### src/rtl/output_layer_mac_if.sv
`default_nettype none
// ============================================================================
// Module   : output_layer_mac_if
// Brief    : Start/memory/result bundle between the output-layer MAC and its RAMs.
// Revision : 1.0
// ============================================================================
interface output_layer_mac_if #(
    parameter int DATA_WIDTH     = 8,
    parameter int ADDR_WIDTH     = 5,
    parameter int OUT_ADDR_WIDTH = 4
);
    logic                                 start_i;
    logic [ADDR_WIDTH-1:0]                hid_addr_o;
    logic [DATA_WIDTH-1:0]                hid_q_i;
    logic [OUT_ADDR_WIDTH+ADDR_WIDTH-1:0] wt_addr_o;
    logic [DATA_WIDTH-1:0]                wt_q_i;
    logic                                 busy_o;
    logic                                 out_we_o;
    logic [OUT_ADDR_WIDTH-1:0]            out_addr_o;
    logic [DATA_WIDTH-1:0]                out_data_o;
    logic                                 done_o;
    logic [OUT_ADDR_WIDTH-1:0]            digit_o;

    modport master (
        input  start_i, hid_q_i, wt_q_i,
        output hid_addr_o, wt_addr_o, busy_o, out_we_o, out_addr_o,
               out_data_o, done_o, digit_o
    );

    modport slave (
        output start_i, hid_q_i, wt_q_i,
        input  hid_addr_o, wt_addr_o, busy_o, out_we_o, out_addr_o,
               out_data_o, done_o, digit_o
    );
endinterface
`default_nettype wire

### src/rtl/output_layer_mac.sv
`default_nettype none
// ============================================================================
// Module   : output_layer_mac
// Brief    : Sequential MAC over 32 hidden units for 10 output neurons + argmax.
// Revision : 1.0
// ============================================================================
module output_layer_mac #(
    parameter int DATA_WIDTH     = 8,
    parameter int ADDR_WIDTH     = 5,
    parameter int NUM_OUT        = 10,
    parameter int OUT_ADDR_WIDTH = 4,
    parameter int ACC_WIDTH      = 24
) (
    input  wire logic          clk,
    input  wire logic          rst,
    output_layer_mac_if.master bus
);
    localparam logic [2:0] S_IDLE  = 3'd0;
    localparam logic [2:0] S_ISSUE = 3'd1;
    localparam logic [2:0] S_DRAIN = 3'd2;
    localparam logic [2:0] S_WRITE = 3'd3;
    localparam logic [2:0] S_DONE  = 3'd4;

    localparam int                        PROD_WIDTH = 2 * DATA_WIDTH + 1;
    localparam logic [ADDR_WIDTH-1:0]     LAST_HID   = {ADDR_WIDTH{1'b1}};
    localparam logic [OUT_ADDR_WIDTH-1:0] LAST_OUT   = OUT_ADDR_WIDTH'(NUM_OUT - 1);

    logic [2:0]                  state_q, state_d;
    logic [OUT_ADDR_WIDTH-1:0]   out_idx_q;
    logic [ADDR_WIDTH-1:0]       hid_idx_q;
    logic signed [ACC_WIDTH-1:0] acc_q;
    logic [DATA_WIDTH-1:0]       best_val_q;
    logic [OUT_ADDR_WIDTH-1:0]   best_idx_q;
    logic [OUT_ADDR_WIDTH-1:0]   digit_q;
    logic                        rd_valid_q;

    logic signed [PROD_WIDTH-1:0] prod_w;
    logic signed [ACC_WIDTH-1:0]  acc_sum_w;
    logic [DATA_WIDTH-1:0]        sat_w;

    // Activations are unsigned, so a zero MSB is prepended before the signed multiply.
    assign prod_w    = $signed({1'b0, bus.hid_q_i}) * $signed(bus.wt_q_i);
    assign acc_sum_w = acc_q + {{(ACC_WIDTH-PROD_WIDTH){prod_w[PROD_WIDTH-1]}}, prod_w};

    always_comb begin
        sat_w = acc_q[2*DATA_WIDTH-1:DATA_WIDTH];
        if (acc_q[ACC_WIDTH-1]) begin
            sat_w = '0;
        end else if (|acc_q[ACC_WIDTH-2:2*DATA_WIDTH]) begin
            sat_w = '1;
        end
    end

    always_ff @(posedge clk) begin
        if (rst) begin
            state_q <= S_IDLE;
        end else begin
            state_q <= state_d;
        end
    end

    always_comb begin
        state_d = state_q;
        case (state_q)
            S_IDLE:  if (bus.start_i) state_d = S_ISSUE;
            S_ISSUE: if (hid_idx_q == LAST_HID) state_d = S_DRAIN;
            S_DRAIN: state_d = S_WRITE;
            S_WRITE: state_d = (out_idx_q == LAST_OUT) ? S_DONE : S_ISSUE;
            S_DONE:  state_d = S_IDLE;
            default: state_d = S_IDLE;
        endcase
    end

    // hid_idx parks at the last address so hid_addr holds through DRAIN and WRITE.
    always_ff @(posedge clk) begin
        if (rst) begin
            out_idx_q  <= '0;
            hid_idx_q  <= '0;
            acc_q      <= '0;
            best_val_q <= '0;
            best_idx_q <= '0;
            digit_q    <= '0;
            rd_valid_q <= 1'b0;
        end else begin
            rd_valid_q <= (state_q == S_ISSUE);
            if (rd_valid_q) begin
                acc_q <= acc_sum_w;
            end
            case (state_q)
                S_IDLE: begin
                    if (bus.start_i) begin
                        out_idx_q  <= '0;
                        hid_idx_q  <= '0;
                        acc_q      <= '0;
                        best_val_q <= '0;
                        best_idx_q <= '0;
                    end
                end
                S_ISSUE: begin
                    if (hid_idx_q != LAST_HID) begin
                        hid_idx_q <= hid_idx_q + 1'b1;
                    end
                end
                S_WRITE: begin
                    acc_q     <= '0;
                    hid_idx_q <= '0;
                    if ((out_idx_q == '0) || (sat_w > best_val_q)) begin
                        best_val_q <= sat_w;
                        best_idx_q <= out_idx_q;
                    end
                    if (out_idx_q != LAST_OUT) begin
                        out_idx_q <= out_idx_q + 1'b1;
                    end
                end
                S_DONE: digit_q <= best_idx_q;
                default: ;
            endcase
        end
    end

    always_comb begin
        bus.busy_o     = (state_q != S_IDLE);
        bus.hid_addr_o = hid_idx_q;
        bus.wt_addr_o  = {out_idx_q, hid_idx_q};
        bus.out_we_o   = (state_q == S_WRITE);
        bus.out_addr_o = (state_q == S_WRITE) ? out_idx_q : '0;
        bus.out_data_o = (state_q == S_WRITE) ? sat_w : '0;
        bus.done_o     = (state_q == S_DONE);
        bus.digit_o    = (state_q == S_DONE) ? best_idx_q : digit_q;
    end
endmodule
`default_nettype wire

### src/flat_wrapper.sv
// flat-port wrapper written by rule: the top's interface ports become plain ports
module output_layer_mac_flat 
#(
    parameter int DATA_WIDTH     = 8,
    parameter int ADDR_WIDTH     = 5,
    parameter int NUM_OUT        = 10,
    parameter int OUT_ADDR_WIDTH = 4,
    parameter int ACC_WIDTH      = 24
)
  (clk, rst, bus_start_i, bus_hid_q_i, bus_wt_q_i, bus_hid_addr_o, bus_wt_addr_o, bus_busy_o, bus_out_we_o, bus_out_addr_o, bus_out_data_o, bus_done_o, bus_digit_o);
  output_layer_mac_if #(.DATA_WIDTH(DATA_WIDTH), .ADDR_WIDTH(ADDR_WIDTH), .OUT_ADDR_WIDTH(OUT_ADDR_WIDTH)) bus_i ();
  input  wire logic clk;
  input  wire logic rst;
  input wire logic [$bits(bus_i.start_i)-1:0] bus_start_i;
  input wire logic [$bits(bus_i.hid_q_i)-1:0] bus_hid_q_i;
  input wire logic [$bits(bus_i.wt_q_i)-1:0] bus_wt_q_i;
  output wire logic [$bits(bus_i.hid_addr_o)-1:0] bus_hid_addr_o;
  output wire logic [$bits(bus_i.wt_addr_o)-1:0] bus_wt_addr_o;
  output wire logic [$bits(bus_i.busy_o)-1:0] bus_busy_o;
  output wire logic [$bits(bus_i.out_we_o)-1:0] bus_out_we_o;
  output wire logic [$bits(bus_i.out_addr_o)-1:0] bus_out_addr_o;
  output wire logic [$bits(bus_i.out_data_o)-1:0] bus_out_data_o;
  output wire logic [$bits(bus_i.done_o)-1:0] bus_done_o;
  output wire logic [$bits(bus_i.digit_o)-1:0] bus_digit_o;
  assign bus_i.start_i = bus_start_i;
  assign bus_i.hid_q_i = bus_hid_q_i;
  assign bus_i.wt_q_i = bus_wt_q_i;
  assign bus_hid_addr_o = bus_i.hid_addr_o;
  assign bus_wt_addr_o = bus_i.wt_addr_o;
  assign bus_busy_o = bus_i.busy_o;
  assign bus_out_we_o = bus_i.out_we_o;
  assign bus_out_addr_o = bus_i.out_addr_o;
  assign bus_out_data_o = bus_i.out_data_o;
  assign bus_done_o = bus_i.done_o;
  assign bus_digit_o = bus_i.digit_o;
  output_layer_mac #(.DATA_WIDTH(DATA_WIDTH), .ADDR_WIDTH(ADDR_WIDTH), .NUM_OUT(NUM_OUT), .OUT_ADDR_WIDTH(OUT_ADDR_WIDTH), .ACC_WIDTH(ACC_WIDTH)) u_core (.clk(clk), .rst(rst), .bus(bus_i));
endmodule
### config.mk
export PLATFORM = sky130hd
export DESIGN_NAME = output_layer_mac_flat
export DESIGN_NICKNAME = d
export VERILOG_FILES = /design/src/rtl/output_layer_mac_if.sv /design/src/rtl/output_layer_mac.sv /design/src/flat_wrapper.sv
export SDC_FILE = /design/constraint.sdc
export NUM_CORES = 1
export LEC_CHECK = 0
export ABC_AREA = 1
export BUFFER_PORTS_ARGS = -buffer_cell sky130_fd_sc_hd__buf_2
export CORE_UTILIZATION = 60
export CTS_BUF_LIST = sky130_fd_sc_hd__clkbuf_8
export DETAILED_ROUTE_END_ITERATION = 10
export PLACE_DENSITY = 0.8
export SKIP_LAST_GASP = 1
export SLEW_MARGIN = 20
export SYNTH_ARGS = -nofsm -noshare
export SYNTH_HDL_FRONTEND = slang
export SYNTH_SLANG_ARGS = --single-unit
### constraint.sdc
create_clock -name clk -period 7 [get_ports clk]
set_input_delay 0 -clock clk [delete_from_list [all_inputs] [get_ports clk]]
set_output_delay 0 -clock clk [all_outputs]
set_load 0.01 [all_outputs]
======== Word level (Yosys, flattened, before mapping) ========
Cells that the tools add are included.
cells by class
  $add $sub $neg .......................... 3
  multipliers ............................. 1
  div/mod/pow operators ................... 0
  magnitude comparators ................... 1
  equality and inequality tests ........... 13
  shift operators ......................... 0
  mux-type cells .......................... 23
  bitwise operators ....................... 0
  reductions and logical operators ........ 11
operator list
  operator             count
  $mux 24              2
  $pmux 24 s2          1
  $mux 8               5
  $add 24x24->24       1
  $mux 4               5
  $mul 9x8->17         1
  $pmux 4 s2           2
  $pmux 8 s2           1
  $pmux 5 s3           1
  $pmux 3 s4           1
  $mux 5               2
  $mux 3               3
  $reduce_and 3->1     3
  $gt 8x8->1           1
  $reduce_or 7->1      1
  $eq 3x2->1 const B   2
  $ne 2x1->1 const B   3
  $reduce_bool 3->1    2
  $add 5x1->5 const B  1
  $eq 5x5->1 const B   1
  $ne 5x5->1 const B   1
  $add 4x1->4 const B  1
  $eq 4x4->1 const B   1
  $logic_not 4->1      1
  other kinds (8)      9
storage, ports and cells
  flip-flop bits (word level) ............. 53
  bits in latches ......................... 0
  memory bits (writable) .................. 0
  memory bits (read-only) ................. 0
  bits of input ports ..................... 19
  output and inout bits ................... 33
  word-level logic and storage cells ...... 60
  memories ................................ 0

======== Depth between registers and ports, before layout ========
  depth after elaboration ................. 7
  gate-level depth with buffers ........... 35
  mapped depth without buffers ............ 34

======== Least setup slack after synthesis ========
Ideal clock, no wire load.
  kind .................................... input to register
  from .................................... input bus_wt_q_i[7]
  to ...................................... register u_core.acc_q[14]
  library setup time ...................... 0.117 ns
  arrival ................................. 4.936 ns
  required time ........................... 6.883 ns
  path slack .............................. 1.947 ns
  cell stages on the path ................. 25
  path buffers ............................ 0
  path through ............................ clkinv_1 or2_2 fa_1 fa_1 inv_1 fa_1 inv_1 fa_1 inv_1 ha_1 nand2_1 inv_1 a21oi_1 o21ai_0 a21oi_1 xor2_1 inv_1 ha_1 a21oi_1 o21ai_0 a21oi_1 o21ai_0 xor2_1 nor2_1 nor2_1
between the ends
  cells in the longest elaborated chain, start to end .. 5
ends and longest elaborated chain
  what                  line                    RTL
  start, declared       flat_wrapper.sv:16      input wire logic [$bits(bus_i.wt_q_i)-1:0] bus_wt_q_i;
  $mul 9x8->17 *        output_layer_mac.sv:42  assign prod_w = $signed({1'b0, bus.hid_q_i}) * $signed(bus.wt_q_i);
  $add 24x24->24 *      output_layer_mac.sv:43  assign acc_sum_w = acc_q + {{(ACC_WIDTH-PROD_WIDTH){prod_w[PROD_WIDTH-1]}}, prod_w};
  $mux 24 *             output_layer_mac.sv:86  if (rd_valid_q) begin
  $mux 24               output_layer_mac.sv:91  if (bus.start_i) begin
  $pmux 24 s2 *         output_layer_mac.sv:89  case (state_q)
  end signal, assigned  output_layer_mac.sv:87  acc_q <= acc_sum_w;
  end, declared         output_layer_mac.sv:31  logic signed [ACC_WIDTH-1:0] acc_q;
Mark *: on every way between the ends. The rest lies on a longest branch, timed or not.
A chain may end at the register's enable or synchronous reset.

======== Final worst setup path ========
  from .................................... input bus_wt_q_i[7]
  to ...................................... register u_core.acc_q[20]
The elaborated chain is that of the path after synthesis.

==> results.txt <==
- The flow ran to the end, and the final reports show no timing, DRC or antenna violations.
- After synthesis, the cell types taking the most area are sky130_fd_sc_hd__dfxtp_1, sky130_fd_sc_hd__ha_1, sky130_fd_sc_hd__nand2_1, sky130_fd_sc_hd__inv_1, sky130_fd_sc_hd__fa_1.
* Total area of multi-input combinational cells: 4350 um^2
- The initial utilization of the core area, before any placement, comes to 61.9%.
- Number of design-rule violations left by the first detailed-router iteration: 333
- Worst Hold Margin: 0.0432 ns
- The tool flagged a number of max-cap violations equal to 0.
* Worst setup slack for register-to-register paths: 4.14 ns
* Total power: 0.00170 W
* Share of total power in sequential cells: 19.7%
- Root buf cell: sky130_fd_sc_hd__clkbuf_8
- Overflow after GRT: 0
- Measured along the y axis, the die boundary spans 105 um.
- Derived from the worst setup path, the maximum achievable clock frequency is 183 MHz.
- After synthesis the netlist holds a flip-flop and latch count of 53.
- No sink is reached through more buffers than the 2 on the longest clock path.
* DRC viols: 0
- Total of endpoints with negative setup slack in the final report: 0
- The synthesized netlist contains 47 unique library cells.
- Final design area excluding fillers: 6770 um^2
- Net count reported at finish: 1146
- For the worst setup path, the data arrival time is 5.69 ns.
- On the critical path the largest part of the delay comes from adder cells.
* Pin count of the biggest net entering global routing: 39
* Hold WC Path Type: primary input to register
* Via density per instance: 5.13
- At the later pin of the worst-skew pair, clock insertion delay measures 0.32 ns.
- Total setup buffers inserted after CTS: 0
* Io pins: 52
- Post-route fraction of the period consumed by the critical path: 78.0%
- Share of power burned in combinational logic: 68.6%
* Final weighted congestion of routability-driven global placement: 0.986
- Number of enable-type register cells in the synthesized netlist: 0
- Number of detailed-route iterations in the first pass: 5
- STA classifies the critical path endpoint as a register.
- The Yosys step of the flow raised 0 warnings.
* Core Area: 10300 um^2
* Count of standard-cell rows: 37
* Number of antenna violations at the first check in global routing: 0
- Clock sink total: 53
- CP required: 7.23 ns
* Clock skew after layout: 0.00543 ns
- The largest total area in the synthesized netlist belongs to sky130_fd_sc_hd__dfxtp_1.
- Headroom to the max-slew limit came out at 68.7%.
- The worst setup path is of the primary input to register kind.
* Post-CTS resize count: 0
- Count of H-tree levels built during CTS: 2
- In this run the tool buffered the top-level ports with 51 buffer cells.
- After synthesis, flip-flops and latches occupy 16.6% of the total area.
- Horizontal die dimension: 105 um
* Setup tns final: 0 ns
* Critical path's most frequent cell: sky130_fd_sc_hd__inv_1
- Share of layout cells above drive strength 1: 8.73%
- Clk slew on worst S/H paths: 0.11 ns
- In this run the static leakage power is 4.08 nW.
- STA classifies the critical path startpoint as a primary input.
* Total detailed-routing wirelength: 14.0 mm
- In this design, the stage delay of the slowest critical-path cell is 0.55 ns.
- Relative to the synthesized area, the layout overhead comes to 6.00%.
- Critical-path maximum fanout: 9
* TritonCTS Buffers: 5
- The first global-routing pass estimated 23.9 mm of wire.
- Pins over their slew limit: 0
- After synthesis, the largest area contributor takes up 16.6% of total cell area.
* Number of global-route vias before repair: 5392
- After layout, the minimum clock period comes to 5.46 ns.
- Net switching share of the total power: 52.1%
- Summing every instance area after synthesis gives 6390 um^2.
- Wire length per cell after detailed routing: 12.2 um
* Post-route ant nets: 0
- The final-report hold violation count was 0.
* Switching power of the nets: 0.000888 W
- The slowest stage of the critical path is the sky130_fd_sc_hd__fa_1 cell.
- The internal portion of the total power is 0.000817 W.
* Power density of the placed cells: 252 nW/um^2
* Filler instances: 953
- Antenna diode count: 0
- For this design, the CTS-stage hold fixing added 0 buffers.
- Estimated wirelength of the detail-placed design: 11.3 mm
- Total number of vias: 5871
* Setup repair after global routing missed its margin: false
* Clock share of power: 11.7%
- Primary flip-flop cell chosen by synthesis mapping: sky130_fd_sc_hd__dfxtp_1
- Together, buffers and inverters on the worst path number 9.
* Cell area after placement: 6670 um^2
* Clock tree from TritonCTS: built
* Global routing usage summed across all routing layers: 26.2%
- Across the whole layout, storage elements account for 1060 um^2.
- Average instance area after synthesis: 6.52 um^2
* Number of nets produced by synthesis: 1119
* Peak supply drop: 0.184 mV
- Number of instances in the synthesized netlist: 980
* Overall die area: 11100 um^2
* Transition at the pin with the smallest max-transition slack: 0.469 ns
- Async set-or-reset flop fraction in the synthesized netlist: 0%
## area by class of cell
cell class | count | share of cell area [%]
clock inverter | 2 | 0.240
sequential | 53 | 15.7
inverter | 220 | 12.3
clock buffer | 6 | 1.22
tap | 136 | 2.51
timing repair buffer | 52 | 3.88
multi-input combinational | 675 | 64.2
## cells in the mapped netlist, types with 9 or more instances
master / n
sky130_fd_sc_hd__inv_1: 213
sky130_fd_sc_hd__a21oi_1: 59
sky130_fd_sc_hd__nand3_1: 43
sky130_fd_sc_hd__xor2_1: 10
sky130_fd_sc_hd__nand2_1: 218
sky130_fd_sc_hd__or2_2: 10
sky130_fd_sc_hd__fa_1: 38
sky130_fd_sc_hd__nor3_1: 12
sky130_fd_sc_hd__ha_1: 82
sky130_fd_sc_hd__nand4_1: 9
sky130_fd_sc_hd__clkbuf_1: 22
sky130_fd_sc_hd__dfxtp_1: 53
sky130_fd_sc_hd__o21ai_0: 28
sky130_fd_sc_hd__nor2_1: 119
## kinds of logic (layout without fill, tap and decap cells)
logic type	count (synthesis)	count (layout)	synth area share (%)
compound gates	111	111	9.74
xor+xnor	16	16	2.19
fa+ha+maj	120	120	28.0
buf+inv	252	280	15.3
flops	53	53	16.6
simple gates	428	428	28.1
## cell usage in the layout, fill, tap and decap left out, drive strengths merged
| cell type | netlist | routed |
|---|---|---|
| nand2 | 221 | 221 |
| inv | 219 | 220 |
| nor2 | 125 | 125 |
| ha | 82 | 82 |
| a21oi | 60 | 60 |
| dfxtp | 53 | 53 |
| buf | 10 | 52 |
| nand3 | 43 | 43 |
| fa | 38 | 38 |
| o21ai | 30 | 30 |
| nor3 | 13 | 13 |
| or2 | 11 | 11 |
| xor2 | 10 | 10 |
| nand4 | 9 | 9 |
| xnor2 | 6 | 6 |
| clkbuf | 22 | 6 |
| o211ai | 5 | 5 |
| a21o | 3 | 3 |
| o21bai | 3 | 3 |
| nand3b | 3 | 3 |
| a211oi | 3 | 3 |
| nor4 | 1 | 1 |
| clkinv | 1 | 1 |
| a31oi | 1 | 1 |
| a2bb2oi | 1 | 1 |
| nor2b | 1 | 1 |
| o31ai | 1 | 1 |
| o21a | 1 | 1 |
| and2 | 1 | 1 |
| o221ai | 1 | 1 |
| a32o | 1 | 1 |
| o22a | 1 | 1 |
| clkinvlp | 0 | 1 |
## worst register-to-register path, stage by stage (launching register included)
cell                       delay (ns)
sky130_fd_sc_hd__dfxtp_1         0.35
sky130_fd_sc_hd__nor4_1          0.37
sky130_fd_sc_hd__nand2_1         0.23
sky130_fd_sc_hd__inv_1           0.19
sky130_fd_sc_hd__a21oi_1         0.12
sky130_fd_sc_hd__ha_1            0.35
sky130_fd_sc_hd__nand2_1         0.07
sky130_fd_sc_hd__nor2_1          0.13
sky130_fd_sc_hd__nand2_1         0.07
sky130_fd_sc_hd__o211ai_1        0.09
sky130_fd_sc_hd__nand2_1         0.12
sky130_fd_sc_hd__nand2_1         0.30
sky130_fd_sc_hd__nand2_1         0.19
sky130_fd_sc_hd__nand2_1         0.10
sky130_fd_sc_hd__nand2_1         0.05
sky130_fd_sc_hd__nor2_1          0.09
## power by group through the flow
| stage | clock network [W] | registers (W) | logic, W |
|---|---|---|---|
| after floorplan | 0 | 0.000340 | 0.000912 |
| after global placement | 0 | 0.000342 | 0.00114 |
| after detailed placement | 0 | 0.000343 | 0.00115 |
| after CTS | 0.000202 | 0.000336 | 0.00116 |
| after global routing | 0.000212 | 0.000339 | 0.00134 |
| final | 0.000199 | 0.000336 | 0.00117 |
## stage by stage
| stage | std cells | util, % | setup slack, ns |
|---|---|---|---|
| 2_1_floorplan | 980 | - | 1.95 |
| 3_3_place_gp | 1136 | 64.6 | 1.30 |
| 3_5_place_dp | 1136 | 64.6 | 1.24 |
| 4_1_cts | 1144 | 65.6 | 1.59 |
| 5_1_grt | 1144 | 65.6 | 1.17 |
| 6_report | 1144 | 65.6 | 1.54 |
## state kept, by name, indices dropped and copies added, names as in the netlist
register and cells:
u_core.acc_q 24, u_core.rd_valid_q 1, u_core.state_q 3, u_core.best_val_q 8
u_core.digit_q 4, u_core.best_idx_q 4, u_core.out_idx_q 4, u_core.bus.hid_addr_o 5
## final timing paths
kind                        startpoint              endpoint  cells past startpoint
setup / recovery         bus_wt_q_i[7]      u_core.acc_q[20]                     28
hold / removal                     rst     u_core.state_q[0]                      2
setup reg to reg      u_core.acc_q[19]  u_core.best_idx_q[1]                     15
hold reg to reg   u_core.best_val_q[1]  u_core.best_val_q[1]                      2
## per-layer routing
| metal | wire length, um | global-route usage [%] |
|---|---|---|
| met1 | 6890 | 36.5 |
| met2 | 6360 | 43.6 |
| met3 | 602 | 3.49 |
| met4 | 125 | 4.53 |
| met5 | 0 | 0 |
No activity file was read; power rests on OpenSTA's default activity.
